<file path="src/rtl/pipes_pkg.sv">
// Shared pipeline-control types: FSM state encoding and the PC redirect record.
package pipes;

    typedef enum logic [1:0] {
        RUN   = 2'd0,
        REDIR = 2'd1,
        IWAIT = 2'd2,
        DWAIT = 2'd3
    } ctrl_state_t;

    typedef struct packed {
        logic        valid;
        logic [31:0] pc;
    } redirect_t;

    localparam logic [31:0] STALL_CNT_MAX = 32'hFFFF_FFFF;

endpackage

</file>
<file path="src/rtl/load_use_detect.sv">
// Load-use hazard compare between the execute-stage load and the decode sources.
module load_use_detect (
    input  logic [4:0] dec_rs,
    input  logic [4:0] dec_rt,
    input  logic       dec_uses_rt,
    input  logic       ex_load,
    input  logic [4:0] ex_wreg,
    output logic       hazard
);

    // Register 0 is hardwired to zero, so a load targeting it never creates a dependency.
    assign hazard = ex_load && (ex_wreg != 5'd0) &&
                    ((ex_wreg == dec_rs) || (dec_uses_rt && (ex_wreg == dec_rt)));

endmodule

</file>
<file path="src/rtl/pipeline_ctrl.sv">
// Pipeline stall/flush/redirect controller with a saturating stall-cycle counter.
module pipeline_ctrl
    import pipes::*;
(
    input  logic        clk,
    input  logic        reset,
    input  logic [4:0]  dec_rs,
    input  logic [4:0]  dec_rt,
    input  logic        dec_uses_rt,
    input  logic        ex_load,
    input  logic [4:0]  ex_wreg,
    input  logic        branch_judge,
    input  logic        jump_judge,
    input  logic [31:0] branch_address,
    input  logic [31:0] jump_address,
    input  logic        i_busy,
    input  logic        d_busy,
    output logic        stall_f,
    output logic        stall_d,
    output logic        flush_d,
    output logic        flush_e,
    output logic        redirect_valid,
    output logic [31:0] redirect_pc,
    output logic [31:0] stall_count
);

    ctrl_state_t state_q, state_d;
    logic [31:0] target_q, target_d;
    logic        pending_q, pending_d;
    logic [31:0] stall_cnt_q, stall_cnt_d;
    logic        hazard;
    logic        stall_c, flush_d_c, flush_e_c;
    redirect_t   redirect;

    load_use_detect u_load_use_detect (
        .dec_rs      (dec_rs),
        .dec_rt      (dec_rt),
        .dec_uses_rt (dec_uses_rt),
        .ex_load     (ex_load),
        .ex_wreg     (ex_wreg),
        .hazard      (hazard)
    );

    // NOTE: every signal written here gets a default first so no latch is inferred.
    always_comb begin
        state_d   = state_q;
        target_d  = target_q;
        pending_d = pending_q;
        stall_c   = 1'b0;
        flush_d_c = 1'b0;
        flush_e_c = 1'b0;
        if (d_busy) begin
            stall_c = 1'b1;
            state_d = DWAIT;
        end else begin
            unique case (state_q)
                RUN: begin
                    if (hazard) begin
                        stall_c   = 1'b1;
                        flush_e_c = 1'b1;
                    end else if (branch_judge || jump_judge) begin
                        target_d  = branch_judge ? branch_address : jump_address;
                        pending_d = 1'b1;
                        state_d   = i_busy ? IWAIT : REDIR;
                    end else if (i_busy) begin
                        stall_c = 1'b1;
                    end
                end
                IWAIT: begin
                    stall_c = 1'b1;
                    if (!i_busy) state_d = REDIR;
                end
                REDIR: begin
                    flush_d_c = 1'b1;
                    pending_d = 1'b0;
                    state_d   = RUN;
                end
                DWAIT: state_d = pending_q ? REDIR : RUN;
                default: state_d = RUN;
            endcase
        end
    end

    // Reset masks the combinational outputs too, so they drop without waiting for a clock.
    assign stall_f = reset && stall_c;
    assign stall_d = reset && stall_c;
    assign flush_d = reset && flush_d_c;
    assign flush_e = reset && flush_e_c;

    assign stall_cnt_d = (stall_f && (stall_cnt_q != STALL_CNT_MAX)) ? stall_cnt_q + 32'd1
                                                                      : stall_cnt_q;

    // NOTE: sequential state uses non-blocking assignments and an asynchronous active-low reset.
    always_ff @(posedge clk or negedge reset) begin
        if (!reset) begin
            state_q     <= RUN;
            target_q    <= '0;
            pending_q   <= 1'b0;
            stall_cnt_q <= '0;
        end else begin
            state_q     <= state_d;
            target_q    <= target_d;
            pending_q   <= pending_d;
            stall_cnt_q <= stall_cnt_d;
        end
    end

    // Redirect depends only on flops, so no path exists from branch_judge to redirect_valid.
    assign redirect.valid = (state_q == REDIR);
    assign redirect.pc    = redirect.valid ? target_q : 32'd0;

    assign redirect_valid = redirect.valid;
    assign redirect_pc    = redirect.pc;
    assign stall_count    = stall_cnt_q;

endmodule

</file>
<file path="config.mk">
export PLATFORM = sky130hd
export DESIGN_NAME = pipeline_ctrl
export DESIGN_NICKNAME = d
export VERILOG_FILES = /design/src/rtl/pipes_pkg.sv /design/src/rtl/load_use_detect.sv /design/src/rtl/pipeline_ctrl.sv
export SDC_FILE = /design/constraint.sdc
export NUM_CORES = 1
export LEC_CHECK = 0
export CORE_MARGIN = 4
export CORE_UTILIZATION = 47
export DETAILED_ROUTE_END_ITERATION = 6
export PLACE_DENSITY_LB_ADDON = 0.25
export SLEW_MARGIN = 25
export SYNTH_ARGS = -nofsm -noshare
export SYNTH_HDL_FRONTEND = slang
export SYNTH_SLANG_ARGS = --single-unit
</file>
<file path="constraint.sdc">
create_clock -name clk -period 5.3 [get_ports clk]
set_input_delay 0.795 -clock clk [delete_from_list [all_inputs] [get_ports clk]]
set_output_delay 0.795 -clock clk [all_outputs]
set_load 0.02 [all_outputs]
</file>
==> results.toml, run 1 <==
[critical_path]
end_kind = "output pin"
path_max_fanout = 32
worstPathRequired_ns = 4.51
worstPathArrival_ns = 3.18
path_class = "input port to output pin"
critPathLaunchType = "input port"

[yosys]
synth_area_leader_cell = "dfrtp_1"
synthArstFlopShare_pct = 100.0
synth_area_per_cell_sq_um = 10.24
ys_seq_elements = 67
syn_area_sq_mm = 0.003787
ys_seq_area_share_pct = 44.27
synth_area_leaders = "dfrtp_1 44%, mux2i_1 8.5%, o21ai_2 6.7%, xor2_1 6.7%, and2_1 5.8%"
synth.most_common_cell = "dfrtp_1"
synth-edff-count = 0
synth_cell_types = 44
synth_top_area_share_pct = 44.27
syn_inst = 370
synth_commonest_cells = "67 x dfrtp_1, 47 x nand2_1, 35 x and2_1"
synth_flop_cell = "dfrtp_1"
yosysWarnings = 0
synth_fp_nets = 458

[clock_tree]
cts_buffers = 9
htreeDepth = 3
cts_resized = 0
hold_buffers = 0
cts.path.max_buffers = 2
path_clk_slew_ns = 0.06
clkLatencyLatePin_ns = 0.34
cts_root_buf = "clkbuf_8"
cts_tree = "done"
cts_setup_buffers = 0
clock-sinks = 67

[detailed_routing]
wl_um = 9718
drtPass1Iterations = 4
wl_met3_um = 628
drtAntennaViolNets = 0
wl_met1_um = 3838
wl_met2_um = 5084
topRoutingLayerUsed = "met4"
vias = 3262
drcViolationCount = 0
detail_route.wl_per_cell_um = 15.52
drtIter0Drc = 112
avgViaCountPerCell = 5.211

[grt]
grt_usage_pct = 20.31
antenna_found_initial = 0
grt_pass1_wl_um = 15900
overflow = 0
grt_max_degree = 69
first_global_vias = 3224

[floorplanning]
die_area_sq_mm = 0.009558
dieHeight_um = 97.77
start_util_pct = 48.76
core_sq_mm = 0.007767
ios = 156
rows = 32
fp.dieW_um = 97.77

[placed_design]
io_buffers = 155
hpwl_um = 7167
gp_congestion = 0.8033
place_inst = 610

[cells_and_area]
drive_gt1_share_pct = 12.02
multiInputGateArea_sq_mm = 0.001961
syn2layout_area_growth_pct = 47.70
fill_cells = 603
antenna_cells = 0
stdcell_count = 626
nets = 607
seqCellArea_sq_mm = 0.001677

[outcome]
status = "finished, final reports clean"

[power]
powerDensity_mw_per_mm2 = 334.7
leakage_nw = 2.427
irDropWorstVdd_mv = 0.2592

[timing]
final.setup_skew_ns = 0.01054
setup_violations = 0
maxSlewViolCount = 0
slew_headroom_pct = 44.22
hold_viol_final = 0
max_freq_mhz = 251.9
min_period_over_period_pct = 74.91
tightestPinTransition_ns = 0.8368
tns_ns = 0
rsz0062_at_grt = "false"
finalCriticalPeriod_ns = 3.970

[job]
max_cap_viol_count = 0

[hold_path]
hold_class = "flip-flop to flip-flop"
-- path summary, 6_finish.rpt --
path	from	depth (start not counted)	slack, ns	to
worst max-delay path	ex_wreg[3]	8	1.33	stall_f
worst min-delay path	target_q[13]	2	0.47	target_q[13]
worst max register to register	stall_count[0]	7	2.74	stall_count[5]
worst min register to register	target_q[13]	2	0.47	target_q[13]
max in group asynchronous	reset	2	4.07	stall_count[26]
min in group asynchronous	reset	2	0.69	target_q[27]
-- flip-flops by register name, summed over array words and instances, names as in the netlist --
name / cells
state_q: 2
pending_q: 1
target_q: 32
stall_count: 32
-- cells in the final DEF, fill, tap and decap left out, types with 3 or more instances in the layout --
cell / n
nand3_1: 12
buf_4: 4
nand2b_1: 3
o21ai_2: 29
clkbuf_8: 13
nor4_1: 14
nor3_1: 9
o21ai_1: 4
nand2_1: 47
xnor2_1: 11
dfrtp_1: 67
mux2i_1: 32
nor2b_1: 3
a21oi_1: 4
xor2_1: 29
nor2_1: 12
inv_1: 3
and2_1: 35
nand4_1: 6
clkdlybuf4s50_1: 153
-- metrics by stage --
step	util [%]	hold slack [ns]	power [mW]	area [sq um]	setup slack [ns]
3_5_place_dp	68.78	0.4561	1.372	5343	1.341
4_1_cts	71.96	0.4705	1.889	5589	1.313
6_report	72.02	0.4682	1.872	5594	1.330
2_1_floorplan	-	0.4430	1.074	3787	2.270
5_1_grt	72.02	0.4861	1.975	5594	1.187
3_3_place_gp	68.78	0.4502	1.348	5343	1.387
-- critical path, stage by stage --
cell	delay (ns)
clkdlybuf4s50_1	0.48
or4_1	0.55
o21ai_2	0.15
nor2_1	0.08
a21boi_2	0.14
buf_4	0.34
inv_1	0.10
clkdlybuf4s50_1	0.55
-- routing by layer --
metal	vias to the layer above	track usage, %
li1	1601	-
met1	1523	24.45
met2	122	36.06
met3	16	4.857
met4	0	6.177
met5	-	0
-- power breakdown --
group / leakage (nW) / internal [mW] / switching, mW
sequential: 0.837 / 0.641 / 0.0995
combinational: 1.47 / 0.315 / 0.305
clock: 0.122 / 0.317 / 0.195
-- final cells by class --
type | count | share of cell area [%]
Timing Repair Buffer | 159 | 28.09
Sequential cell | 67 | 29.97
Tap cell | 102 | 2.281
Clock buffer | 13 | 3.198
Multi-Input combinational cell | 279 | 35.05
Clock inverter | 3 | 1.208
Inverter | 3 | 0.2013
-- cell families after synthesis --
| logic type | share of synthesized area, % |
|---|---|
| compound gates | 9.514 |
| xor+xnor | 9.250 |
| fa+ha+maj | 0.3303 |
| buf+inv | 4.196 |
| flops | 44.27 |
| mux | 8.755 |
| simple gates | 23.69 |
No activity file was read; power rests on OpenSTA's default activity.
==> run 2: changes to the inputs <==
--- a/config.mk
+++ b/config.mk
@@ -6,7 +6,7 @@
 export NUM_CORES = 1
 export LEC_CHECK = 0
 export CORE_MARGIN = 4
-export CORE_UTILIZATION = 47
+export CORE_UTILIZATION = 39
 export DETAILED_ROUTE_END_ITERATION = 6
 export PLACE_DENSITY_LB_ADDON = 0.25
 export SLEW_MARGIN = 25
==> constraint.sdc (replaced) <==
create_clock -name clk -period 3.4 [get_ports clk]
set_input_delay 0.51 -clock clk [delete_from_list [all_inputs] [get_ports clk]]
set_output_delay 0.51 -clock clk [all_outputs]
set_load 0.02 [all_outputs]
==> run 2 against run 1 <==
Compared with the run above:
- largest power group unchanged
- design area increased by 0.34%
- clock skew up 0.0039 ns
- highest routed layer unchanged
- cell count rose by 4.8%
- register-to-register slack got worse by 1.7 ns
==> results.toml, run 2 (synthesis results as in run 1) <==
[outcome]
status = "finished, final reports clean"

[power]
leakage_nw = 2.417
power_frac_clock_pct = 24.8
powerDensity_mw_per_mm2 = 500.8
p_comb_share_pct = 34.3
intPower_mw = 1.891
seqPwrFrac_pct = 40.8
irDropWorstVdd_mv = 0.2579
netSwitchingFraction_pct = 32.74
p_switching_uw = 920.1

[detailed_routing]
vias = 3192
wl_um = 9546
drtPass1Iterations = 4
avgViaCountPerCell = 4.866
drcViolationCount = 0
detail_route.wl_per_cell_um = 14.55
drtAntennaViolNets = 0
drtIter0Drc = 103

[timing]
setup_violations = 0
hold_viol_final = 0
maxSlewViolCount = 0
finalCriticalPeriod_ns = 3.077
min_period_over_period_pct = 90.50
tightestPinTransition_ns = 0.7747
slew_headroom_pct = 48.35
final.setup_skew_ns = 0.01444
rsz0062_at_grt = "false"
tns_ns = 0
max_freq_mhz = 325.0

[grt]
grt_usage_pct = 17.13
overflow = 0
grt_pass1_wl_um = 15690
first_global_vias = 3191
antenna_found_initial = 0
grt_max_degree = 65

[critical_path]
slowest_delay_ns = 0.56
critical_path.top_delay_family = "buffers and inverters"
path_max_fanout = 3
worstPathRequired_ns = 2.89
critPathLaunchType = "input port"
path_cells = "clkdlybuf4s50_1 > or4_1 > o21ai_2 > nor2_1 > a21boi_2 > inv_1 > clkdlybuf4s50_1"
worstPathArrival_ns = 2.57
cp_slowest_cell = "or4_1"
end_kind = "output pin"
path_class = "input port to output pin"
crit_top_cell = "clkdlybuf4s50_1"
crit_buf_inv = 3

[clock_tree]
cts_setup_buffers = 0
hold_buffers = 0
clock-sinks = 67
cts_resized = 0
cts_root_buf = "clkbuf_8"
clkLatencyLatePin_ns = 0.33
cts_buffers = 9
cts_tree = "done"
htreeDepth = 3
path_clk_slew_ns = 0.08
cts.path.max_buffers = 2

[hold_path]
hold_class = "input port to asynchronous set/reset pin"

[floorplanning]
ios = 156
rows = 35
core_sq_mm = 0.009328
die_area_sq_mm = 0.01135
start_util_pct = 40.60
fp.dieW_um = 106.5
dieHeight_um = 106.5

[cells_and_area]
nets = 610
drive_gt1_share_pct = 12.33
layout_commonest_cell = "clkdlybuf4s50_1"
stdcell_count = 656
antenna_cells = 0
mostFrequentLayoutCells = "153 x clkdlybuf4s50_1, 67 x dfrtp_1, 47 x nand2_1"
syn2layout_area_growth_pct = 48.20

[placed_design]
place_inst = 640
io_buffers = 155
hpwl_um = 7262
gp_congestion = 0.8347

[job]
max_cap_viol_count = 0
[run 2: cell types whose count changed in the layout (fill, tap and decap cells not counted)]
cell        change
nor2b_4         -1
nor2b_2         +1
clkinvlp_4      +1
clkbuf_8        -1
buf_4           +3
bufinv_16       -1
clkbuf_1        +1
[run 2: area by class of cell]
cell class,instances,area [sq um]
fill,828,3715
multi-input combinational,279,1956
sequential,67,1677
timing repair buffer,162,1594
clock buffer,13,168.9
tap,129,161.4
clock inverter,3,45.04
inverter,3,11.26
[run 2: path summary, 6_finish.rpt]
| check | from | slack [ns] | to | cells after the start |
|---|---|---|---|---|
| max in group asynchronous | reset | 2.32 | target_q[1] | 3 |
| min | reset | 0.21 | stall_count[7] | 2 |
| min in group clk | target_q[9] | 0.47 | target_q[9] | 2 |
| max reg2reg | stall_count[0] | 1.05 | stall_count[25] | 8 |
| max | ex_wreg[0] | 0.32 | stall_d | 7 |
| min reg2reg | target_q[9] | 0.47 | target_q[9] | 2 |
[run 2: metrics by stage]
stage	utilization [%]	hold slack, ns	instance area [sq um]	setup WS (ns)	total power [mW]
2_1_floorplan	-	0.2144	3787	0.9398	1.675
3_3_place_gp	57.88	0.4497	5399	0.3395	2.112
3_5_place_dp	57.88	0.4555	5399	0.3066	2.139
4_1_cts	60.17	0.2067	5613	0.3083	2.848
5_1_grt	60.17	0.2262	5613	0.2308	2.979
6_report	60.17	0.2121	5613	0.3229	2.811
[run 2: routing by layer]
layer	vias up	share of wire (%)	track usage (%)
met5	-	0	0
met4	0	1.7	5.662
met3	10	6.2	3.461
met2	98	52	30.72
met1	1485	41	20.45
li1	1599	-	-
[run 2: power groups by stage]
stage	logic, mW	registers [mW]	clock network (mW)
after floorplan	0.468	1.21	0
after global placement	0.957	1.16	0
after detailed placement	0.976	1.16	0
after CTS	0.979	1.15	0.720
after global routing	1.05	1.18	0.754
final	0.964	1.15	0.698
==> run 3: changes to the inputs <==
--- a/config.mk
+++ b/config.mk
@@ -8,6 +8,7 @@
 export CORE_MARGIN = 4
 export CORE_UTILIZATION = 39
 export DETAILED_ROUTE_END_ITERATION = 6
+export GPL_ROUTABILITY_DRIVEN = 0
 export PLACE_DENSITY_LB_ADDON = 0.25
 export SLEW_MARGIN = 25
 export SYNTH_ARGS = -nofsm -noshare
==> results of run 3 <==
Final layout, timing and power as in run 2 (identical DEF).
